`src/rtl/rob_queue.sv`:
```
`default_nettype none
// ============================================================================
//  Module   : rob_queue
//  Purpose  : Parametrised reorder buffer. Allocates entries in program order,
//             captures results from CDB_COUNT result buses per cycle, retires
//             the oldest finished entry and flushes all younger state when a
//             taken jump retires.
//  Ports    : clk/reset          clock, synchronous active-high reset
//             alloc_*            dispatch-side allocation handshake + fields
//             cdb_*              per-bus result strobes, tags, data, redirects
//             commit_*           head-entry retire handshake + fields
//             flush/flush_addr   one-cycle redirect pulse + target
//             count              occupied entries
//  Revision : 1.0  initial release
// ============================================================================
module rob_queue #(
  parameter int DEPTH     = 16,
  parameter int XLEN      = 32,
  parameter int ARN_W     = 5,
  parameter int RRN_W     = 6,
  parameter int CDB_COUNT = 2
) (
  input  logic                       clk,
  input  logic                       reset,
  input  logic                       alloc_valid,
  output logic                       alloc_ready,
  input  logic [XLEN-1:0]            alloc_address,
  input  logic [ARN_W-1:0]           alloc_arn,
  input  logic [RRN_W-1:0]           alloc_rrn,
  input  logic                       alloc_ignore,
  input  logic [CDB_COUNT-1:0]       cdb_valid,
  input  logic [CDB_COUNT*RRN_W-1:0] cdb_rrn,
  input  logic [CDB_COUNT*XLEN-1:0]  cdb_data,
  input  logic [CDB_COUNT-1:0]       cdb_jump,
  input  logic [CDB_COUNT*XLEN-1:0]  cdb_jump_address,
  output logic                       commit_valid,
  input  logic                       commit_ready,
  output logic                       commit_write,
  output logic [XLEN-1:0]            commit_data,
  output logic [XLEN-1:0]            commit_address,
  output logic [ARN_W-1:0]           commit_arn,
  output logic [RRN_W-1:0]           commit_rrn,
  output logic                       flush,
  output logic [XLEN-1:0]            flush_address,
  output logic [$clog2(DEPTH):0]     count
);

  localparam int IDX_W = $clog2(DEPTH);
  localparam int PTR_W = IDX_W + 1;
  localparam logic [PTR_W-1:0] PTR_ONE = PTR_W'(1);

  // Pointers carry one extra wrap bit so full and empty are distinguishable.
  logic [PTR_W-1:0] head_q, head_d;
  logic [PTR_W-1:0] tail_q, tail_d;

  logic [DEPTH-1:0] valid_q,    valid_d;
  logic [DEPTH-1:0] finished_q, finished_d;
  logic [DEPTH-1:0] jump_q,     jump_d;
  logic [DEPTH-1:0] ignore_q,   ignore_d;
  logic [XLEN-1:0]  data_q      [DEPTH];
  logic [XLEN-1:0]  data_d      [DEPTH];
  logic [XLEN-1:0]  address_q   [DEPTH];
  logic [XLEN-1:0]  address_d   [DEPTH];
  logic [XLEN-1:0]  jaddr_q     [DEPTH];
  logic [XLEN-1:0]  jaddr_d     [DEPTH];
  logic [ARN_W-1:0] arn_q       [DEPTH];
  logic [ARN_W-1:0] arn_d       [DEPTH];
  logic [RRN_W-1:0] rrn_q       [DEPTH];
  logic [RRN_W-1:0] rrn_d       [DEPTH];

  logic             flush_q, flush_d;
  logic [XLEN-1:0]  flush_address_q, flush_address_d;

  logic [IDX_W-1:0] head_idx;
  logic [IDX_W-1:0] tail_idx;
  logic             empty;
  logic             full;
  logic             do_alloc;
  logic             do_retire;

  assign head_idx  = head_q[IDX_W-1:0];
  assign tail_idx  = tail_q[IDX_W-1:0];
  assign empty     = (head_q == tail_q);
  assign full      = (head_idx == tail_idx) && (head_q[IDX_W] != tail_q[IDX_W]);

  // Handshake signals depend only on registered state (plus reset).
  assign alloc_ready  = !reset && !full && !flush_q;
  assign commit_valid = !reset && !empty && finished_q[head_idx];
  assign do_alloc     = alloc_valid && alloc_ready;
  assign do_retire    = commit_valid && commit_ready;

  assign commit_write   = commit_valid && (arn_q[head_idx] != '0) && !ignore_q[head_idx];
  assign commit_data    = data_q[head_idx];
  assign commit_address = address_q[head_idx];
  assign commit_arn     = arn_q[head_idx];
  assign commit_rrn     = rrn_q[head_idx];
  assign flush          = flush_q;
  assign flush_address  = flush_address_q;
  assign count          = tail_q - head_q;

  always_comb begin
    head_d          = head_q;
    tail_d          = tail_q;
    valid_d         = valid_q;
    finished_d      = finished_q;
    jump_d          = jump_q;
    ignore_d        = ignore_q;
    data_d          = data_q;
    address_d       = address_q;
    jaddr_d         = jaddr_q;
    arn_d           = arn_q;
    rrn_d           = rrn_q;
    flush_d         = 1'b0;
    flush_address_d = flush_address_q;

    // Result capture. Buses are scanned from highest to lowest index so the
    // lowest-indexed matching bus is the last writer and therefore wins.
    for (int i = 0; i < DEPTH; i++) begin
      if (valid_q[i] && !finished_q[i]) begin
        for (int b = CDB_COUNT - 1; b >= 0; b--) begin
          if (cdb_valid[b] && (rrn_q[i] == cdb_rrn[b*RRN_W +: RRN_W])) begin
            finished_d[i] = 1'b1;
            data_d[i]     = cdb_data[b*XLEN +: XLEN];
            jump_d[i]     = cdb_jump[b];
            jaddr_d[i]    = cdb_jump_address[b*XLEN +: XLEN];
          end
        end
      end
    end

    if (do_retire) begin
      valid_d[head_idx] = 1'b0;
      head_d            = head_q + PTR_ONE;
    end

    // The tail slot was invalid last cycle, so it cannot have captured a
    // result above; allocation simply overwrites it.
    if (do_alloc) begin
      valid_d[tail_idx]    = 1'b1;
      finished_d[tail_idx] = alloc_ignore;
      jump_d[tail_idx]     = 1'b0;
      ignore_d[tail_idx]   = alloc_ignore;
      data_d[tail_idx]     = '0;
      address_d[tail_idx]  = alloc_address;
      jaddr_d[tail_idx]    = '0;
      arn_d[tail_idx]      = alloc_arn;
      rrn_d[tail_idx]      = alloc_rrn;
      tail_d               = tail_q + PTR_ONE;
    end

    // A retiring taken jump discards everything younger, including any
    // allocation accepted in the same cycle.
    if (do_retire && jump_q[head_idx]) begin
      valid_d         = '0;
      head_d          = '0;
      tail_d          = '0;
      flush_d         = 1'b1;
      flush_address_d = jaddr_q[head_idx];
    end
  end

  always_ff @(posedge clk) begin
    if (reset) begin
      head_q          <= '0;
      tail_q          <= '0;
      valid_q         <= '0;
      finished_q      <= '0;
      jump_q          <= '0;
      ignore_q        <= '0;
      flush_q         <= 1'b0;
      flush_address_q <= '0;
      for (int i = 0; i < DEPTH; i++) begin
        data_q[i]    <= '0;
        address_q[i] <= '0;
        jaddr_q[i]   <= '0;
        arn_q[i]     <= '0;
        rrn_q[i]     <= '0;
      end
    end else begin
      head_q          <= head_d;
      tail_q          <= tail_d;
      valid_q         <= valid_d;
      finished_q      <= finished_d;
      jump_q          <= jump_d;
      ignore_q        <= ignore_d;
      flush_q         <= flush_d;
      flush_address_q <= flush_address_d;
      data_q          <= data_d;
      address_q       <= address_d;
      jaddr_q         <= jaddr_d;
      arn_q           <= arn_d;
      rrn_q           <= rrn_d;
    end
  end

endmodule
`default_nettype wire
```
`config.mk`:
```
export PLATFORM = sky130hd
export DESIGN_NAME = rob_queue
export DESIGN_NICKNAME = d
export VERILOG_FILES = /design/src/rtl/rob_queue.sv
export SDC_FILE = /design/constraint.sdc
export NUM_CORES = 2
export LEC_CHECK = 0
export CORE_UTILIZATION = 35
export DETAILED_ROUTE_END_ITERATION = 10
export SYNTH_ARGS = -nofsm -noshare
export SYNTH_HDL_FRONTEND = slang
export SYNTH_SLANG_ARGS = --single-unit
```
`constraint.sdc`:
```
create_clock -name clk -period 6.4 [get_ports clk]
set_clock_uncertainty 0.15 [all_clocks]
set_input_delay 0.96 -clock clk [delete_from_list [all_inputs] [get_ports clk]]
set_output_delay 0.96 -clock clk [all_outputs]
set_load 0.01 [all_outputs]
```
==> Word level (Yosys, flattened, before mapping) <==
Index checks and enable logic that the tools add are counted.
{ "totals": {"ff_bits": 1819, "inputBits": 192, "output_inout_bits": 116} }
{ "classes": {"addsub": 3, "n_lt_le_gt_ge": 7, "n_eq_ne": 35, "mux": 235, "bitwise_logic": 10, "n_reduce_logical": 84} }
{ "op_table": {"columns": ["cell", "n"], "rows": [
  ["$mux W32", 103],
  ["$and A512 B512 Y512", 2],
  ["$mux W512", 2],
  ["$bwmux W512", 1],
  ["$not A512 Y512", 1],
  ["$bmux W32 S4", 3],
  ["$eq A6 B6 Y1", 32],
  ["$demux W32 S4", 1],
  ["$mux W1", 102],
  ["$bwmux W96", 1],
  ["$bwmux W80", 1],
  ["$mux W16", 4],
  ["$logic_and A1 B1 Y1", 61],
  ["$and A16 B16 Y16", 2],
  ["$bwmux W16", 2],
  ["$not A16 Y16", 2],
  ["$bmux W6 S4", 1],
  ["$demux W6 S4", 1],
  ["$logic_not A1 Y1", 21],
  ["$bmux W5 S4", 1],
  ["$demux W5 S4", 1],
  ["$mux W6", 3],
  ["$or A16 B16 Y16", 1],
  ["$mux W5", 3],
  ["other kinds (14)", 22]
]} }

==> Longest topological paths before layout <==
{ "logic_depth": {"ltp_word": 9, "mapped_depth": 17, "ltp_nobuf": 9} }

==> Worst setup path before layout <==
OpenSTA, ideal clock, no wires.
{ "synth_path": {"path_type": "register to output", "start": "register head_q[1]", "end": "output commit_write", "arrival_time_ns": 2.937, "required_time_ns": 5.290, "slack_ns": 2.353, "stages_incl_launch_ff": 12, "path_cell_list": "dfxtp_1 -> buf_4 -> buf_6 -> clkbuf_1 -> buf_1 -> clkbuf_1 -> inv_1 -> ha_1 -> nand4_1 -> o32ai_1 -> a2111o_1 -> a211oi_1"} }
{ "synth_between": {"elab_chain_len": 7, "word_cells_on_any_way": 16} }
{ "synth_lines": {"columns": ["item", "line_no", "text"], "rows": [
  ["start: declaration", "53", "logic [PTR_W-1:0] head_q, head_d;"],
  ["start signal: assignment", "164", "head_q <= '0;"],
  ["start signal: assignment", "180", "head_q <= head_d;"],
  ["$not A4 Y5 (not written as such)", "92", "assign commit_write = commit_valid && (arn_q[head_idx] != '0) && !ignore_q[head_idx];"],
  ["$bmux W5 S4", "92", null],
  ["$mux W5 (not written as such) (2 in series)", "92", null],
  ["$reduce_bool A5 Y1", "92", null],
  ["$logic_and A1 B1 Y1", "92", null],
  ["$logic_and A1 B1 Y1 *", "92", null],
  ["end: declaration", "38", "output logic commit_write,"]
]} }
Mark *: on every way between the ends. The rest lies on a longest branch, timed or not. The select of a mux whose other input is x is not followed.

==> Final worst setup path <==
{ "layout_path": {"start": "register head_q[2]", "end": "output commit_write"} }
The elaborated chain is that of the path after synthesis.

==> results.sh <==
export IMPL_status="completed"
export IMPL_numCtsBuffers=192
export IMPL_yosys_warnings=0
export IMPL_slew_viol_final=0
export IMPL_cts_tree="built"
export IMPL_grt_max_degree=233
export IMPL_irDropWorstVdd_mv=0.2817
export IMPL_drt_total_wl_um=330900
export IMPL_drive_gt1_share_pct=12.09
export IMPL_final_nets=9141
export IMPL_synth_seq_cells=1819
export IMPL_worstHoldPathType="flip-flop to flip-flop"
export IMPL_arrival_ns=4.71
export IMPL_critical_path_class="flip-flop to output pin"
export IMPL_grt_pass1_wl_um=485300
export IMPL_place_congestion=0.8898
export IMPL_tns_ns=0
export IMPL_clock_latency_ns=0.86
export IMPL_die_w_um=504.2
export IMPL_cp_end_kind="output pin"
export IMPL_cts_setup_buffers=0
export IMPL_synthArstFlopShare_pct=0
export IMPL_placedCellCount=12090
export IMPL_fmax_ghz=0.1718
export IMPL_rows=184
export IMPL_dp_hpwl_um=187500
export IMPL_drc_errors=0
export IMPL_relSlewSlack_pct=5.530
export IMPL_clkSlewWorstSetupHoldPaths_ns=0.06
export IMPL_detail_route_vias_per_cell=5.904
export IMPL_power_density_nw_per_um2=242.5
export IMPL_areaGrowthSynthToFinish_pct=13.60
export IMPL_fin_crit_sh_pct=90.95
export IMPL_syn_num_nets=9533
export IMPL_vias=73502
export IMPL_rsz0062_at_grt="false"
export IMPL_cts_root_buf="clkbuf_16"
export IMPL_track_usage_pct=25.22
export IMPL_pre_cts_ws_ns=1.351
export IMPL_instances_no_fill=12450
export IMPL_synth_area_um2=88280
export IMPL_grt_ovfl_total=0
export IMPL_start_kind="flip-flop"
export IMPL_core_um2=250900
export IMPL_dieArea_um2=254300
export IMPL_tightest_slew_ns=1.409
export IMPL_grt_pass1_vias=72375
export IMPL_final_setup_viol_count=0
export IMPL_ys_seq_area_share_pct=41.25
export IMPL_post_drt_wl_per_cell_um=26.58
export IMPL_drtPass1Iterations=8
export IMPL_drt_iter0_drc=7440
export IMPL_clock_path_buffers=3
export IMPL_start_util_pct=35.18
export IMPL_finalHoldWorstSlack_ns=0.3025
export IMPL_h_tree_depth=4
export IMPL_cts_sinks=1819
export IMPL_postCtsHoldBufs=0
export IMPL_synth_edf_count=0
export IMPL_numPortBuffers=307
export IMPL_ioPinCount=308
export IMPL_netlist_instances=9328
export IMPL_num_fill_cells=24343
export IMPL_die_h_um=504.2
export IMPL_synthFlopType="dfxtp_1"
export IMPL_p_leak_nw=28.55
export IMPL_crit_required_ns=5.29
export IMPL_ant_nets=0
export IMPL_syn_mean_instance_area_um2=9.464
export IMPL_finalHoldViolations=0
export IMPL_cap_violations=0
export IMPL_antenna_found_initial=49
export IMPL_ys_types=47
export IMPL_final_setup_worst_slack_ns=0.5793
export IMPL_crit_fanout=44
export IMPL_min_period_ns=5.821
export IMPL_post_cts_resized=0
==> power breakdown <==
group / internal (W) / switching [W] / total, W
combinational: 0.000423 / 0.000955 / 0.00138
clock: 0.00668 / 0.00490 / 0.0116
sequential: 0.0113 / 0.0000183 / 0.0114
==> state kept, by name (all words and copies together) (netlist names) <==
| register | cells |
|---|---|
| arn_q | 80 |
| flush | 1 |
| tail_q | 5 |
| ignore_q | 16 |
| valid_q | 16 |
| data_q | 512 |
| flush_address | 32 |
| rrn_q | 96 |
| address_q | 512 |
| jump_q | 16 |
| finished_q | 16 |
| jaddr_q | 512 |
| head_q | 5 |
==> metal layers <==
layer	GRT usage, %	routed length, µm	up-vias
met4	11.41	15580	44
li1	-	-	32474
met1	32.23	131400	36486
met3	5.156	29900	874
met5	0	297	-
met2	40.86	153700	3624
==> layout make-up <==
type | count | area, µm² | share of cell area, %
Inverter | 27 | 110.1 | 0.1098
Antenna cell | 15 | 37.54 | 0.03743
Tap cell | 3348 | 4189 | 4.177
Multi-Input combinational cell | 6416 | 48080 | 47.94
Clock buffer | 294 | 5728 | 5.711
Clock inverter | 51 | 719.4 | 0.7174
Timing Repair Buffer | 480 | 4997 | 4.983
Sequential cell | 1819 | 36430 | 36.32
==> synth_stat cells, drive strengths merged (6+ instances only) <==
cell	instances	share of area [%]
a211oi	1044	8.9
a21oi	743	4.2
a22oi	10	0.085
a311oi	10	0.099
buf	282	1.5
clkbuf	784	3.3
dfxtp	1819	41
ha	12	0.17
inv	26	0.11
mux2i	1040	12
mux4	542	14
nand2	1479	6.3
nand2b	51	0.36
nand3	15	0.085
nand4	39	0.28
nor2	1078	4.6
nor3	19	0.11
nor4	11	0.085
o211a	6	0.068
o21ai	61	0.35
or3	15	0.11
or4	9	0.077
xnor2	132	1.3
xor2	73	0.72
==> critical path, stage by stage (launching register included) <==
cell             delay, ns
dfxtp_4               0.99
inv_1                 0.26
ha_1                  0.42
nand4_1               0.16
o32ai_1               0.10
a2111o_1              0.41
a211oi_1              0.84
clkdlybuf4s50_1       0.69
==> per-stage QoR <==
step	power (W)	cell area, µm²	util (%)
6_report	0.02432	100300	39.97
5_1_grt	0.02496	100300	39.96
4_1_cts	0.02441	100300	39.95
3_5_place_dp	0.01296	93800	37.38
3_3_place_gp	0.01293	93800	37.38
2_1_floorplan	0.01238	88280	-
==> layout by cell type (no fill, tap or decap), types with 13 or more instances in the layout <==
| cell | synthesis | layout |
|---|---|---|
| nand2b_4 | 0 | 16 |
| nor2_4 | 0 | 16 |
| a211oi_1 | 1036 | 1035 |
| inv_1 | 25 | 25 |
| clkinv_2 | 1 | 24 |
| clkdlybuf4s50_1 | 0 | 305 |
| dfxtp_1 | 1819 | 1816 |
| buf_12 | 0 | 50 |
| clkbuf_1 | 784 | 48 |
| a21oi_1 | 743 | 743 |
| clkbuf_8 | 0 | 54 |
| bufinv_16 | 0 | 13 |
| nand2b_1 | 51 | 35 |
| buf_4 | 13 | 123 |
| nand2_1 | 1479 | 1479 |
| mux2i_1 | 1040 | 1040 |
| nand4_1 | 39 | 39 |
| nor3_2 | 0 | 13 |
| clkbuf_16 | 0 | 192 |
| mux4_2 | 542 | 542 |
| o21ai_0 | 61 | 61 |
| or3_1 | 15 | 15 |
| xor2_1 | 73 | 73 |
| nor2_1 | 1078 | 1062 |
| diode_2 | 0 | 15 |
| xnor2_1 | 132 | 132 |
==> cells by family after synthesis <==
family | synth area share, %
xor gates and xnor gates | 2.034
adders and majority gates | 0.1927
muxes | 25.63
and+or+nand+nor | 12.03
buffers and inverters | 4.970
AOI/OAI and AO/OA | 13.90
DFF | 41.25
==> path summary, 6_finish.rpt <==
path	endpoint	cells after the start	startpoint	slack [ns]
worst max register to register	data_q[257]$_SDFF_PP0_	9	head_q[2]$_SDFFE_PP0N_	1.61
worst min register to register	address_q[94]$_SDFFE_PP0P_	2	address_q[94]$_SDFFE_PP0P_	0.30
worst max-delay path	commit_write	7	head_q[2]$_SDFFE_PP0N_	0.58
worst min-delay path	address_q[94]$_SDFFE_PP0P_	2	address_q[94]$_SDFFE_PP0P_	0.30
No activity file was read; power rests on OpenSTA's default activity.
